File: config.mk
export PLATFORM = sky130hd
export DESIGN_NAME = core_run_controller_flat
export DESIGN_NICKNAME = d
export VERILOG_FILES = /design/src/rtl/core_run_controller_if.sv /design/src/rtl/core_run_controller.sv /design/src/flat_wrapper.sv
export SDC_FILE = /design/constraint.sdc
export NUM_CORES = 1
export LEC_CHECK = 0
export ABC_AREA = 1
export CORE_MARGIN = 3
export CORE_UTILIZATION = 50
export CTS_BUF_LIST = sky130_fd_sc_hd__clkbuf_8
export CTS_CLUSTER_SIZE = 8
export DETAILED_ROUTE_END_ITERATION = 7
export DONT_BUFFER_PORTS = 1
export PLACE_DENSITY = 0.74
export SYNTH_ARGS = -nofsm -noshare
export SYNTH_HDL_FRONTEND = slang
export SYNTH_SLANG_ARGS = --single-unit
export TNS_END_PERCENT = 10
File: constraint.sdc
create_clock -name clock -period 11.12 [get_ports clock]
set_input_delay 2.224 -clock clock [delete_from_list [all_inputs] [get_ports clock]]
set_output_delay 2.224 -clock clock [all_outputs]
set_load 0.005 [all_outputs]
File: src/rtl/core_run_controller_if.sv
// Program-load stream and BRAM write port between the host/loader, the run controller
// and the core memory.
interface core_run_controller_if #(
  parameter int DATA_WIDTH       = 32,
  parameter int MEM_ADDRESS_BITS = 14
);
  logic                        load_valid;
  logic [DATA_WIDTH-1:0]       load_data;
  logic                        load_ready;
  logic                        mem_we;
  logic [MEM_ADDRESS_BITS-1:0] mem_addr;
  logic [DATA_WIDTH-1:0]       mem_wdata;
  logic [DATA_WIDTH/8-1:0]     mem_byte_en;

  // controller side
  modport master (
    input  load_valid, load_data,
    output load_ready, mem_we, mem_addr, mem_wdata, mem_byte_en
  );

  // host / memory side
  modport slave (
    output load_valid, load_data,
    input  load_ready, mem_we, mem_addr, mem_wdata, mem_byte_en
  );
endinterface

File: src/rtl/core_run_controller.sv
// Run sequencer for a single-cycle BRAM core: load program image, hold reset, pulse
// start, watch for halt PCs, drain, then report done / cycle count / timeout.
module core_run_controller #(
  parameter int DATA_WIDTH       = 32,
  parameter int ADDRESS_BITS     = 32,
  parameter int MEM_ADDRESS_BITS = 14,
  parameter int RESET_CYCLES     = 4,
  parameter int DRAIN_CYCLES     = 50,
  parameter int MAX_CYCLES       = 1000000
) (
  input  logic                        clock,
  input  logic                        reset,
  input  logic                        cmd_start,
  input  logic                        cmd_abort,
  input  logic [MEM_ADDRESS_BITS:0]   load_words,
  core_run_controller_if.master       bus,
  input  logic [ADDRESS_BITS-1:0]     cfg_program_address,
  input  logic [ADDRESS_BITS-1:0]     cfg_halt_pc0,
  input  logic [ADDRESS_BITS-1:0]     cfg_halt_pc1,
  output logic                        core_reset,
  output logic                        core_start,
  output logic [ADDRESS_BITS-1:0]     core_program_address,
  input  logic [ADDRESS_BITS-1:0]     pc,
  output logic                        busy,
  output logic                        done,
  output logic                        timed_out,
  output logic [31:0]                 cycle_count
);

  typedef enum logic [2:0] {
    IDLE, LOAD, RESET_HOLD, START, RUN, DRAIN, DONE
  } state_t;

  localparam logic [MEM_ADDRESS_BITS:0] WORDS_ONE = 1;
  localparam logic [31:0] HOLD_LAST  = 32'(RESET_CYCLES - 1);
  localparam logic [31:0] DRAIN_LAST = 32'(DRAIN_CYCLES - 1);
  localparam logic [31:0] COUNT_LAST = 32'(MAX_CYCLES - 1);

  state_t state, state_next;

  logic [MEM_ADDRESS_BITS:0] word_cnt;
  logic [MEM_ADDRESS_BITS:0] load_words_q;
  logic [31:0]               step_cnt;
  logic [ADDRESS_BITS-1:0]   boot_q, halt0_q, halt1_q;
  logic                      timed_out_q;

  logic abort, start_ok, halt_hit, accept;

  always_comb begin
    state_next      = state;
    abort           = cmd_abort && (state != IDLE);
    start_ok        = cmd_start && (state == IDLE || state == DONE);
    halt_hit        = (pc == halt0_q) || (pc == halt1_q);
    accept          = 1'b0;
    bus.load_ready  = 1'b0;
    bus.mem_we      = 1'b0;
    bus.mem_addr    = word_cnt[MEM_ADDRESS_BITS-1:0];
    bus.mem_wdata   = '0;
    bus.mem_byte_en = '0;

    unique case (state)
      IDLE, DONE: begin
        if (start_ok)
          state_next = (load_words != '0) ? LOAD : RESET_HOLD;
      end
      LOAD: begin
        bus.load_ready = 1'b1;
        if (bus.load_valid) begin
          accept = 1'b1;
          if (word_cnt == load_words_q - WORDS_ONE)
            state_next = RESET_HOLD;
        end
      end
      RESET_HOLD: begin
        if (step_cnt == HOLD_LAST)
          state_next = START;
      end
      START: state_next = RUN;
      RUN: begin
        if (halt_hit)
          state_next = (DRAIN_CYCLES == 0) ? DONE : DRAIN;
        else if (cycle_count == COUNT_LAST)
          state_next = DONE;
      end
      DRAIN: begin
        if (step_cnt == DRAIN_LAST)
          state_next = DONE;
      end
      default: state_next = IDLE;
    endcase

    // abort overrides everything, including a write handshake in the same cycle
    if (abort) begin
      state_next     = IDLE;
      accept         = 1'b0;
      bus.load_ready = 1'b0;
    end

    if (accept) begin
      bus.mem_we      = 1'b1;
      bus.mem_wdata   = bus.load_data;
      bus.mem_byte_en = '1;
    end
  end

  always_ff @(posedge clock or posedge reset) begin
    if (reset) begin
      state                <= IDLE;
      word_cnt             <= '0;
      load_words_q         <= '0;
      step_cnt             <= '0;
      boot_q               <= '0;
      halt0_q              <= '0;
      halt1_q              <= '0;
      timed_out_q          <= 1'b0;
      cycle_count          <= '0;
      core_program_address <= '0;
    end else begin
      state    <= state_next;
      step_cnt <= (state_next != state) ? '0 : step_cnt + 32'd1;

      if (start_ok && !abort) begin
        boot_q       <= cfg_program_address;
        halt0_q      <= cfg_halt_pc0;
        halt1_q      <= cfg_halt_pc1;
        load_words_q <= load_words;
        word_cnt     <= '0;
        cycle_count  <= '0;
        timed_out_q  <= 1'b0;
      end

      if (accept)
        word_cnt <= word_cnt + WORDS_ONE;

      // a halt seen this cycle freezes the count and beats a simultaneous timeout
      if (state == RUN && !abort && !halt_hit) begin
        cycle_count <= cycle_count + 32'd1;
        if (cycle_count == COUNT_LAST)
          timed_out_q <= 1'b1;
      end

      if (state_next == START && state != START)
        core_program_address <= boot_q;
    end
  end

  assign core_reset = (state == IDLE) || (state == LOAD) || (state == RESET_HOLD);
  assign core_start = (state == START);
  assign busy       = (state != IDLE) && (state != DONE);
  assign done       = (state == DONE);
  assign timed_out  = timed_out_q;

endmodule

File: src/flat_wrapper.sv
// flat-port wrapper written by rule: the top's interface ports become plain ports
module core_run_controller_flat 
#(
  parameter int DATA_WIDTH       = 32,
  parameter int ADDRESS_BITS     = 32,
  parameter int MEM_ADDRESS_BITS = 14,
  parameter int RESET_CYCLES     = 4,
  parameter int DRAIN_CYCLES     = 50,
  parameter int MAX_CYCLES       = 1000000
)
  (clock, reset, cmd_start, cmd_abort, load_words, cfg_program_address, cfg_halt_pc0, cfg_halt_pc1, core_reset, core_start, core_program_address, pc, busy, done, timed_out, cycle_count, bus_load_valid, bus_load_data, bus_load_ready, bus_mem_we, bus_mem_addr, bus_mem_wdata, bus_mem_byte_en);
  core_run_controller_if #(.DATA_WIDTH(DATA_WIDTH), .MEM_ADDRESS_BITS(MEM_ADDRESS_BITS)) bus_i ();
  input  logic clock;
  input  logic reset;
  input  logic cmd_start;
  input  logic cmd_abort;
  input  logic [MEM_ADDRESS_BITS:0] load_words;
  input  logic [ADDRESS_BITS-1:0] cfg_program_address;
  input  logic [ADDRESS_BITS-1:0] cfg_halt_pc0;
  input  logic [ADDRESS_BITS-1:0] cfg_halt_pc1;
  output logic core_reset;
  output logic core_start;
  output logic [ADDRESS_BITS-1:0] core_program_address;
  input  logic [ADDRESS_BITS-1:0] pc;
  output logic busy;
  output logic done;
  output logic timed_out;
  output logic [31:0] cycle_count;
  input wire logic [$bits(bus_i.load_valid)-1:0] bus_load_valid;
  input wire logic [$bits(bus_i.load_data)-1:0] bus_load_data;
  output wire logic [$bits(bus_i.load_ready)-1:0] bus_load_ready;
  output wire logic [$bits(bus_i.mem_we)-1:0] bus_mem_we;
  output wire logic [$bits(bus_i.mem_addr)-1:0] bus_mem_addr;
  output wire logic [$bits(bus_i.mem_wdata)-1:0] bus_mem_wdata;
  output wire logic [$bits(bus_i.mem_byte_en)-1:0] bus_mem_byte_en;
  assign bus_i.load_valid = bus_load_valid;
  assign bus_i.load_data = bus_load_data;
  assign bus_load_ready = bus_i.load_ready;
  assign bus_mem_we = bus_i.mem_we;
  assign bus_mem_addr = bus_i.mem_addr;
  assign bus_mem_wdata = bus_i.mem_wdata;
  assign bus_mem_byte_en = bus_i.mem_byte_en;
  core_run_controller #(.DATA_WIDTH(DATA_WIDTH), .ADDRESS_BITS(ADDRESS_BITS), .MEM_ADDRESS_BITS(MEM_ADDRESS_BITS), .RESET_CYCLES(RESET_CYCLES), .DRAIN_CYCLES(DRAIN_CYCLES), .MAX_CYCLES(MAX_CYCLES)) u_core (.clock(clock), .reset(reset), .cmd_start(cmd_start), .cmd_abort(cmd_abort), .load_words(load_words), .bus(bus_i), .cfg_program_address(cfg_program_address), .cfg_halt_pc0(cfg_halt_pc0), .cfg_halt_pc1(cfg_halt_pc1), .core_reset(core_reset), .core_start(core_start), .core_program_address(core_program_address), .pc(pc), .busy(busy), .done(done), .timed_out(timed_out), .cycle_count(cycle_count));
endmodule
==> qor.yml <==
pwr:
  pwr-share-comb: 0.285
  internal_power_uw: 1820
  seqPwrFrac: 0.429
  sw_frac_of_total: 0.3419
  vdd_drop_max_uv: 140.0
  p_sw_uw: 945.6
  clkPwrFrac: 0.286
  leakagePower_uw: 0.006072
  p_per_area_mw_per_mm2: 214.9
floorplan:
  fp.dieH_um: 160.6
  io_pins: 301
  start_util: 0.5186
  rows: 55
  die_area_mm2: 0.02580
  fp.dieW_um: 160.6
  core_mm2: 0.02305
logic_synthesis:
  ys_seq_area_frac: 0.4731
  yosysWarnings: 0
  syn_nets: 1599
  synth.avg_cell_area_um2: 8.455
  synth_most_common_cell: "nand2_1"
  ys_types: 43
  synth_seq_cells: 226
  synth_edf_count: 0
  synth-main-ff-cell: "dfrtp_1"
  netlist_instances: 1414
  synthTopCellsByArea: "dfrtp_1, nand2_1, inv_1"
  synthTopCellsByCount: "nand2_1, dfrtp_1, inv_1, nor2_1, a21oi_1"
  synth_area_leader_cell: "dfrtp_1"
  synthArstFlopShare: 1.000
  netlist.area_leader.share: 0.4731
  netlist_area_mm2: 0.01196
setup_path:
  path_class: "primary input to primary output"
  endpoint_kind: "primary output"
  cp.arrival_ns: 3.17
  rr_startpoint: "u_core.state[2]"
  crit_path_max_fanout: 37
  startpoint: "cmd_abort"
  startpoint_type: "primary input"
  crit_required_ns: 8.90
cells_and_area:
  nFillCells: 2112
  area_delta_synth_final_pct: 7.671
  final_util: 0.5584
  ff_latch_area_mm2: 0.005655
  insertedDiodeCount: 0
  multiInputGateArea_mm2: 0.005240
  fin_nets: 1589
  drive_gt1_frac: 0.1387
route:
  drt-initial-drc-count: 675
  top_layer: "met4"
  wl_met2_um: 14030
  drcViolationCount: 0
  wl_per_cell_um: 16.25
  avgViaCountPerCell: 5.228
  wirelength_um: 28400
  vias: 9139
  ant_nets: 0
  wl_met1_um: 11430
  wl_met3_um: 2133
  dr.pass1.iters: 6
placement:
  port_buffers: 0
  place.gp.congestion: 0.8578
  dpl.hpwl_um: 20980
timing:
  tightest_slew_ns: 1.063
  slew_headroom: 0.2912
  grt_setup_unrepaired: "false"
  fmax_mhz: 185.3
  fin_tns_setup_ns: 0
  finalHoldViolations: 0
  period_minus_slack_ns: 5.395
  finalCritPeriodShare: 0.4852
  setup_viol: 0
  final_max_slew_viol_count: 0
  skew_ns: 0.02447
grt:
  antenna_found_initial: 0
  overflow: 0
  grt_pass1_wl_um: 46110
  grt_use_total: 0.2171
  grt_pass1_vias: 9032
  grt_max_degree: 150
cts:
  cts_max_path_buffers: 3
  cts_buffers: 41
  cts_tree: "built"
  ctsHtreeMaxLevel: 2
  clk_pin_slew_worst_paths_ns: 0.05
  clock_sinks: 226
  insertion_delay_ns: 0.53
  cts_setup_buffers: 0
  root_buffer: "clkbuf_8"
  cts_resized: 0
  cts_hold_buf: 0
worst_hold_path:
  hp-class: "flop to flop"
  holdCritStartpoint: "u_core.step_cnt[0]"
flow_run:
  cap_violations: 0
run_status:
  status: "finished, final reports clean"
[path summary, 6_finish.rpt]
kind / end / cells after the start / slack (ns)
setup reg to reg: u_core.halt1_q[5] / 9 / 7.58
setup / recovery: bus_mem_byte_en[0] / 3 / 5.72
hold / removal: u_core.step_cnt[0] / 1 / 0.50
min in group asynchronous: u_core.core_program_address[2] / 1 / 1.70
max in group asynchronous: u_core.halt0_q[8] / 2 / 7.80
hold reg to reg: u_core.step_cnt[0] / 1 / 0.50
[metrics by stage]
stage	instances	setup WS (ns)	cell area, µm²	hold WS, ns	total power [µW]
2_1_floorplan	1414	2.705	11960	0.4530	1850
3_3_place_gp	1674	5.764	12020	0.4752	1953
3_5_place_dp	1674	5.733	12020	0.4939	1994
4_1_cts	1748	5.735	12870	0.5016	2799
5_1_grt	1748	5.639	12870	0.5298	2967
6_report	1748	5.725	12870	0.4965	2766
[layout make-up]
| cell class | instances | share of cell area |
|---|---|---|
| clock buffer | 56 | 0.05988 |
| clock inverter | 18 | 0.006124 |
| inverter | 188 | 0.05540 |
| multi-input combinational | 944 | 0.4071 |
| sequential | 226 | 0.4393 |
| tap | 313 | 0.03042 |
| timing repair buffer | 3 | 0.001750 |
[worst max-delay path, cell delays in order]
cell     delay, ns
nor4_4        0.32
nand2_4       0.33
inv_2         0.28
[logic make-up after synthesis]
kind of cell    after synthesis  share of synthesized area
mux                          60                    0.05599
flops                       226                     0.4731
buf+inv                     244                    0.08927
fa+ha+maj                     5                   0.005233
xor+xnor                    101                    0.07514
simple gates                621                     0.2277
compound gates              157                    0.07358
[power groups by stage]
stage          clock [µW]  sequential, µW  combinational (µW)
2_1_floorplan           0            1160                 692
3_5_place_dp            0            1200                 793
4_1_cts               814            1190                 798
3_3_place_gp            0            1190                 764
6_report              792            1190                 787
5_1_grt               853            1210                 902
[metal layers]
| metal | GRT usage | up-vias |
|---|---|---|
| li1 | - | 4437 |
| met1 | 0.2641 | 4318 |
| met2 | 0.3726 | 320 |
| met3 | 0.06061 | 64 |
| met4 | 0.07258 | 0 |
| met5 | 0 | - |
[registers in the layout, indices dropped and copies added, names as in the netlist]
register and count:
u_core.boot_q 32, u_core.core_program_address 32, u_core.cycle_count 32, u_core.halt0_q 32, u_core.halt1_q 32, u_core.step_cnt 32, u_core.load_words_q 15, u_core.word_cnt 15
u_core.state 3, u_core.timed_out 1
[cells in the final DEF, fill, tap and decap left out, types with 14 or more instances in the layout]
master	netlist	final
a21oi_1	69	69
xor2_1	37	37
dfrtp_1	226	226
nor2_1	183	183
o21ai_2	14	14
nand3_1	59	59
clkbuf_8	0	56
nand4_1	24	24
nor3_1	18	18
inv_1	183	196
o21ai_1	19	19
o21ai_0	39	39
xnor2_1	63	63
nand2_1	265	264
nor2_2	39	39
mux2_2	55	55
Power figures use the tool's default switching activity.
